[src/rtl/ibex_counter_ctrl.sv]
// Register-access and event front end for a 64-bit ibex_counter.
// Optional coherent high-half read via IBEX_COUNTER_CTRL_SNAPSHOT_EN.
module ibex_counter_ctrl #(
    parameter int unsigned PrescaleWidth = 8
) (
    input  logic                     clk_i,
    input  logic                     rst_i,
    input  logic                     req_valid_i,
    output logic                     req_ready_o,
    input  logic                     req_write_i,
    input  logic                     req_hi_i,
    input  logic [31:0]              req_wdata_i,
    output logic                     rsp_valid_o,
    output logic [31:0]              rsp_rdata_o,
    input  logic                     event_i,
    input  logic                     inhibit_i,
    input  logic [PrescaleWidth-1:0] prescale_i,
    output logic                     counter_inc_o,
    output logic                     counter_we_o,
    output logic                     counterh_we_o,
    output logic [31:0]              counter_wdata_o,
    input  logic [63:0]              counter_rdata_i
);

    typedef enum logic [1:0] {
        IDLE,
        WR,
        RSP
    } state_t;

    state_t state, state_next;

    logic                     accept;
    logic                     accept_wr;
    logic                     accept_rd;
    logic                     event_cycle;
    logic                     fire;
    logic [PrescaleWidth-1:0] pcnt;
    logic [31:0]              rdata_sel;

    always_ff @(posedge clk_i) begin
        if (rst_i) begin
            state <= IDLE;
        end else begin
            state <= state_next;
        end
    end

    always_comb begin
        state_next  = state;
        req_ready_o = 1'b0;
        case (state)
            IDLE: begin
                req_ready_o = 1'b1;
                if (req_valid_i) begin
                    state_next = req_write_i ? WR : RSP;
                end
            end
            WR:      state_next = RSP;
            RSP:     state_next = IDLE;
            default: state_next = IDLE;
        endcase
    end

    assign accept    = req_valid_i && (state == IDLE);
    assign accept_wr = accept && req_write_i;
    assign accept_rd = accept && !req_write_i;

`ifdef IBEX_COUNTER_CTRL_SNAPSHOT_EN
    logic [31:0] snap;
    logic        snap_valid;

    // A low read captures the high half so the following high read pairs with it.
    always_ff @(posedge clk_i) begin
        if (rst_i) begin
            snap       <= '0;
            snap_valid <= 1'b0;
        end else if (accept_wr) begin
            snap_valid <= 1'b0;
        end else if (accept_rd) begin
            if (req_hi_i) begin
                snap_valid <= 1'b0;
            end else begin
                snap       <= counter_rdata_i[63:32];
                snap_valid <= 1'b1;
            end
        end
    end

    always_comb begin
        rdata_sel = counter_rdata_i[31:0];
        if (req_hi_i) begin
            rdata_sel = snap_valid ? snap : counter_rdata_i[63:32];
        end
    end
`else
    always_comb begin
        rdata_sel = req_hi_i ? counter_rdata_i[63:32] : counter_rdata_i[31:0];
    end
`endif

    always_ff @(posedge clk_i) begin
        if (rst_i) begin
            counter_we_o    <= 1'b0;
            counterh_we_o   <= 1'b0;
            counter_wdata_o <= '0;
            rsp_valid_o     <= 1'b0;
            rsp_rdata_o     <= '0;
        end else begin
            counter_we_o  <= accept_wr && !req_hi_i;
            counterh_we_o <= accept_wr && req_hi_i;
            rsp_valid_o   <= (state_next == RSP);
            if (accept_wr) begin
                counter_wdata_o <= req_wdata_i;
                rsp_rdata_o     <= '0;
            end else if (accept_rd) begin
                rsp_rdata_o <= rdata_sel;
            end
        end
    end

    // Events landing in the write-strobe cycle are dropped outright; an increment
    // that would coincide with the strobe is suppressed so the write wins.
    assign event_cycle = event_i && !inhibit_i && (state != WR);
    assign fire        = event_cycle && (pcnt >= prescale_i);

    always_ff @(posedge clk_i) begin
        if (rst_i) begin
            pcnt          <= '0;
            counter_inc_o <= 1'b0;
        end else begin
            counter_inc_o <= fire && !accept_wr;
            if (event_cycle) begin
                pcnt <= fire ? '0 : pcnt + 1'b1;
            end
        end
    end

endmodule

[config.mk]
export PLATFORM = sky130hd
export DESIGN_NAME = ibex_counter_ctrl
export DESIGN_NICKNAME = d
export VERILOG_FILES = /design/src/rtl/ibex_counter_ctrl.sv
export SDC_FILE = /design/constraint.sdc
export NUM_CORES = 1
export LEC_CHECK = 0
export CORE_MARGIN = 2
export CORE_UTILIZATION = 35
export DETAILED_ROUTE_END_ITERATION = 16
export PLACE_DENSITY = 0.84
export SETUP_SLACK_MARGIN = 0.15
export SYNTH_ARGS = -nofsm -noshare
export SYNTH_HDL_FRONTEND = slang
export SYNTH_SLANG_ARGS = --single-unit
[constraint.sdc]
create_clock -name clk_i -period 2.3 [get_ports clk_i]
set_clock_uncertainty 0.2 [all_clocks]
set_input_delay 0.46 -clock clk_i [delete_from_list [all_inputs] [get_ports clk_i]]
set_output_delay 0.46 -clock clk_i [all_outputs]
set_load 0.01 [all_outputs]
* Word level (Yosys, flattened, before mapping)
Index checks and enable logic that the tools add are counted.
** Word-level totals
- Register bits :: 78
- Input port bits :: 111
- Output and inout bits :: 69
- Logic and storage cells :: 34
** Operators by class
- $add $sub $neg :: 1
- $lt $le $gt $ge :: 1
- Equal/unequal tests :: 3
- Multiplexer cells :: 6
- Reduce and logical (&&, ||, !) cells :: 15
** Operators by type and width (count)
- 2-to-1 mux 32 bit :: 1
- logical AND 1 bit :: 9
- adder 8 x 1 -> 8 bit (second input constant) :: 1
- greater-or-equal comparator 8 bit :: 1
- 2-to-1 mux 8 bit :: 1
- logical NOT 1 bit :: 4
- 2-to-1 mux 2 bit :: 2
- one-hot mux 2 bit (2 select lines) :: 1
- == test 2 x 1 -> 1 bit (second input constant) :: 1
- == test 2 bit (second input constant) :: 1
- logical NOT 2 bit :: 1
- inequality test 2 x 1 -> 1 bit (second input constant) :: 1
- OR reduction 2 bit :: 1
- 2-to-1 mux 1 bit :: 1

* Longest topological paths before layout
- Word-level depth :: 5
- Depth in mapped cells :: 7
- Depth with buffers taken out :: 7

* Least setup slack after synthesis
OpenSTA, ideal clock, no wires.
- Path kind :: in2reg
- Start :: in prescale_i[3]
- End :: reg pcnt[2]
- Library setup time :: 0.132 ns
- Data arrival time :: 2.020 ns
- Data required time :: 1.968 ns
- Setup slack :: -0.053 ns
- Stages on the path :: 7
- Buffers on the path :: 0
- Cell sequence :: inv_1 > ha_1 > o21a_1 > nor2_1 > o41ai_1 > o21bai_1 > a21oi_1
** Between the ends
- Cells in the longest elaborated chain, start to end :: 3
** RTL lines
- start, declared :: line 17 : input logic [PrescaleWidth-1:0] prescale_i,
- greater-or-equal comparator 8 bit :: line 125 : assign fire = event_cycle && (pcnt >= prescale_i);
- logical AND 1 bit :: line 125
- 2-to-1 mux 8 bit :: line 134 : pcnt <= fire ? '0 : pcnt + 1'b1;
- end signal, assigned :: line 134
- end, declared :: line 38 : logic [PrescaleWidth-1:0] pcnt;
No other way between the ends.
A chain may end at the register's enable or synchronous reset.

* Worst setup path in the final report
- Start :: in prescale_i[0]
- End :: reg pcnt[0]
Same word-level chain as after synthesis.

==> report_table.html <==
<table>
<tr><th>Metric</th><th>Value</th></tr>
<tr><th colspan="2">Clocking</th></tr>
<tr><td>CTS hold repair buffers</td><td>0</td></tr>
<tr><td>TritonCTS buffer count</td><td>9</td></tr>
<tr><td>Number of levels in the clock H-tree</td><td>3</td></tr>
<tr><td>TritonCTS clock tree</td><td>done</td></tr>
<tr><td>Longest Clk Path Bufs</td><td>2</td></tr>
<tr><td>Clock Pin Slew Worst Setup and Hold Paths</td><td>70 ps</td></tr>
<tr><td>Count of clock tree sinks</td><td>78</td></tr>
<tr><td>Library cell used as clock root buffer</td><td>clkbuf_8</td></tr>
<tr><td>Latest clock arrival within the worst-skew pair</td><td>340 ps</td></tr>
<tr><th colspan="2">GRT</th></tr>
<tr><td>Global-route wire length before repair</td><td>14650 um</td></tr>
<tr><td>Number of antenna violations at the first check in global routing</td><td>0</td></tr>
<tr><td>Via count of the first global-routing pass</td><td>3275</td></tr>
<tr><td>Global-route congestion overflow total</td><td>0</td></tr>
<tr><td>GRT Util Overall</td><td>18.34%</td></tr>
<tr><td>Maximum number of pins on one net before global-route repair</td><td>66</td></tr>
<tr><th colspan="2">Cells and area</th></tr>
<tr><td>Layout cell share with drive strength beyond 1</td><td>11.11%</td></tr>
<tr><td>Post-Layout Inst Area</td><td>0.005673 mm2</td></tr>
<tr><td>Synthesis-to-finish area growth</td><td>74.25%</td></tr>
<tr><td># diodes</td><td>0</td></tr>
<tr><td>Fill cell instance count of the final layout</td><td>746</td></tr>
<tr><td>Count of nets after finishing</td><td>674</td></tr>
<tr><th colspan="2">Critical path</th></tr>
<tr><td>Worst setup path category</td><td>input port to flop</td></tr>
<tr><td>R2R Path End</td><td>pcnt[0]</td></tr>
<tr><td>Worst path required time</td><td>2350 ps</td></tr>
<tr><td>Critical path launch point type</td><td>input port</td></tr>
<tr><td>Endpoint arrival time on the critical path</td><td>2180 ps</td></tr>
<tr><td>Highest net fanout along the worst path</td><td>4</td></tr>
<tr><td>Minimum setup slack among reg-to-reg paths</td><td>200 ps</td></tr>
<tr><td>Start point of the critical path</td><td>prescale_i[0]</td></tr>
<tr><td>End point of the critical path</td><td>pcnt[0]</td></tr>
<tr><td>Worst R2R Path Depth</td><td>7</td></tr>
<tr><td>Element type at the critical path end</td><td>flop</td></tr>
<tr><td>Startpoint of the most critical register-to-register path</td><td>pcnt[0]</td></tr>
<tr><th colspan="2">Job</th></tr>
<tr><td>Max_cap viols</td><td>0</td></tr>
<tr><th colspan="2">Floorplan</th></tr>
<tr><td>Row count</td><td>35</td></tr>
<tr><td>Area enclosed by the die boundary</td><td>0.01009 mm2</td></tr>
<tr><td>Total core area</td><td>0.009153 mm2</td></tr>
<tr><td>Initial standard-cell utilization of the core</td><td>35.57%</td></tr>
<tr><td>Boundary pin count</td><td>180</td></tr>
<tr><td>Die boundary width</td><td>100.4 um</td></tr>
<tr><td>Height of the die</td><td>100.4 um</td></tr>
<tr><th colspan="2">Logic synthesis</th></tr>
<tr><td>Netlist area before placement</td><td>0.003256 mm2</td></tr>
<tr><td>Number of synthesized register bits</td><td>78</td></tr>
<tr><td>Number of enable flip-flop cells after synthesis</td><td>0</td></tr>
<tr><td>Count leader, synth</td><td>dfxtp_1</td></tr>
<tr><td>Synth Area per Inst</td><td>8.682 um2</td></tr>
<tr><td>Largest area contributor in the netlist</td><td>dfxtp_1</td></tr>
<tr><td>Yosys top cell area share</td><td>47.96%</td></tr>
<tr><td>Ys flop type</td><td>dfxtp_1</td></tr>
<tr><td>Fraction of synthesis flops using an asynchronous set or reset pin</td><td>0%</td></tr>
<tr><td>Portion of the post-synthesis area used by sequential elements</td><td>47.96%</td></tr>
<tr><td>Distinct cell type count after synthesis</td><td>34</td></tr>
<tr><td>Synthesis Warnings</td><td>0</td></tr>
<tr><td>Cell count after synthesis</td><td>375</td></tr>
<tr><td>Largest cells by area after synthesis</td><td>dfxtp_1 48%, mux2i_1 9.8%, nand2_1 8.5%, a211oi_1 8.1%, a21oi_1 5.7%</td></tr>
<tr><td>Net count after synthesis</td><td>495</td></tr>
<tr><td>Most frequent cells after synthesis</td><td>78 x dfxtp_1, 74 x nand2_1, 39 x nor2_1</td></tr>
<tr><th colspan="2">Power and ir drop</th></tr>
<tr><td>Clock power frac</td><td>36.8%</td></tr>
<tr><td>Internal power component</td><td>2553 uW</td></tr>
<tr><td>Combinational cell fraction of total power</td><td>19.5%</td></tr>
<tr><td>Leakage Power</td><td>0.002186 uW</td></tr>
<tr><td>Peak VDD IR</td><td>0.3277 mV</td></tr>
<tr><td>Switching Power</td><td>779.6 uW</td></tr>
<tr><td>Switching fraction of total power</td><td>23.39%</td></tr>
<tr><td>Register share of total power</td><td>43.7%</td></tr>
<tr><td>Power per unit of standard cell area</td><td>587.5 mW/mm2</td></tr>
<tr><th colspan="2">Timing</th></tr>
<tr><td>Timing-limited maximum frequency</td><td>469.5 MHz</td></tr>
<tr><td>Number of max-slew violations in the final report</td><td>0</td></tr>
<tr><td>Final period util</td><td>92.61%</td></tr>
<tr><td>Slew of the pin with the lowest slew margin</td><td>336.0 ps</td></tr>
<tr><td>Final hold slack</td><td>256.2 ps</td></tr>
<tr><td>Normalized max-slew margin</td><td>77.52%</td></tr>
<tr><td>Number of failing setup endpoints in the final timing report</td><td>0</td></tr>
<tr><td>Final Hold Violating Endpoints</td><td>0</td></tr>
<tr><td>Unrepaired setup endpoints after global routing</td><td>true</td></tr>
<tr><td>Tmin final</td><td>2130 ps</td></tr>
<tr><th colspan="2">Placement</th></tr>
<tr><td>Routability Congestion</td><td>0.7737</td></tr>
<tr><td>Post-DP HPWL</td><td>6988 um</td></tr>
<tr><td>Post-place instance area</td><td>0.005296 mm2</td></tr>
<tr><td>Port Buf Inserts</td><td>179</td></tr>
<tr><th colspan="2">Detailed routing</th></tr>
<tr><td>Routed wl met3</td><td>744 um</td></tr>
<tr><td>Overall via count from detail_route</td><td>3203</td></tr>
<tr><td>Routed met1 length</td><td>3617 um</td></tr>
<tr><td>Wire length per cell after detailed routing</td><td>13.94 um</td></tr>
<tr><td>Highest layer used for signal routing</td><td>met4</td></tr>
<tr><td>Post-route DRC violation count</td><td>0</td></tr>
<tr><td>Vias per cell</td><td>4.788</td></tr>
<tr><td>Drt total wl</td><td>9324 um</td></tr>
<tr><td>Total met2 wirelength after detailed routing</td><td>4807 um</td></tr>
<tr><td>First-pass DRT Iterations</td><td>4</td></tr>
<tr><td>Detailed router's first-iteration violation count</td><td>65</td></tr>
<tr><td>Number of nets still failing antenna checks after routing</td><td>0</td></tr>
<tr><th colspan="2">Status</th></tr>
<tr><td>Run status</td><td>complete, no violations</td></tr>
<tr><th colspan="2">Worst hold path</th></tr>
<tr><td>Hold Crit Depth</td><td>2</td></tr>
<tr><td>Hold_sp</td><td>counter_wdata_o[0]</td></tr>
<tr><td>Tightest Hold Check Type</td><td>flop to flop</td></tr>
</table>
-- timing repair --
item                       CTS  global route
setup buffers                1             0
setup endpoints to repair    6             7
gates resized for setup     10            26
pin swaps                    7            15
-- stage by stage --
stage | TNS (ps) | total power, uW | utilization, % | worst slack (ps) | instances
2_1_floorplan | 0 | 1735 | - | 198.3 | 375
6_report | 0 | 3333 | 61.98 | 169.9 | 669
5_1_grt | 0 | 3492 | 61.98 | 127.0 | 669
4_1_cts | 0 | 3358 | 60.87 | 120.5 | 669
3_3_place_gp | -1528 | 2111 | 57.87 | -252.1 | 653
3_5_place_dp | -1855 | 2127 | 57.87 | -291.6 | 653
-- power by group through the flow --
stage | registers, uW | clock network [uW] | logic [uW]
detailed placement | 1490 | 0 | 640
floorplan | 1510 | 0 | 221
CTS | 1450 | 1260 | 649
finish | 1460 | 1230 | 651
global placement | 1480 | 0 | 628
global route | 1460 | 1320 | 709
-- critical path, cell delays in order --
cell,delay (ps)
dlygate4sd2_1,260
ha_4,230
nand2b_4,140
a2111oi_4,330
o41ai_4,140
or4_1,540
o31ai_1,80
-- cells in the final DEF, fill, tap and decap left out, types with 3 or more instances in the layout --
master and n:
dlymetal6s2s_1 7, bufinv_16 3, inv_1 4, buf_12 4, clkdlybuf4s50_1 169, dfxtp_2 3, nand2_1 73, mux2i_1 32
inv_2 5, nand3_1 3, ha_4 7, a211oi_1 35, a21oi_1 35, clkbuf_8 10, dfxtp_1 74, nor2_1 37
nor3_1 3, buf_4 13
-- worst min path at each step --
stage / endpoint
after floorplan: pcnt[3]
after detailed placement: counter_wdata_o[28]
after global routing: counter_wdata_o[30]
after CTS: counter_wdata_o[0]
after global placement: counter_wdata_o[17]
final: counter_wdata_o[0]
-- registers in the layout, indices dropped and copies added (netlist names) --
register	flops
counter_we_o	1
counter_inc_o	1
counter_wdata_o	32
pcnt	8
state	2
counterh_we_o	1
rsp_valid_o	1
rsp_rdata_o	32
-- cells by family after synthesis --
family / after synthesis / synth area share [%]
AO/OA/AOI/OAI: 81 / 16.06
XOR/XNOR: 3 / 0.8072
adder cells (fa/ha/maj): 9 / 3.459
buffers and inverters: 38 / 4.458
flip-flops: 78 / 47.96
multiplexers: 32 / 9.839
AND/OR/NAND/NOR: 134 / 17.41
-- final cells by class --
cell class | count | area, um2 | area share, %
Multi-Input combinational cell | 259 | 1709 | 30.13
Clock buffer | 11 | 141.4 | 2.492
Sequential cell | 78 | 1569 | 27.66
Timing Repair Buffer | 196 | 1979 | 34.89
Clock inverter | 4 | 95.09 | 1.676
Tap cell | 111 | 138.9 | 2.448
Inverter | 10 | 40.04 | 0.7058
-- routing by layer --
| layer | vias to the layer above | GRT usage, % |
|---|---|---|
| met5 | - | 0 |
| met4 | 0 | 6.428 |
| met3 | 12 | 7.033 |
| met2 | 123 | 32.58 |
| met1 | 1424 | 19.85 |
| li1 | 1644 | - |
Power figures use the tool's default switching activity.
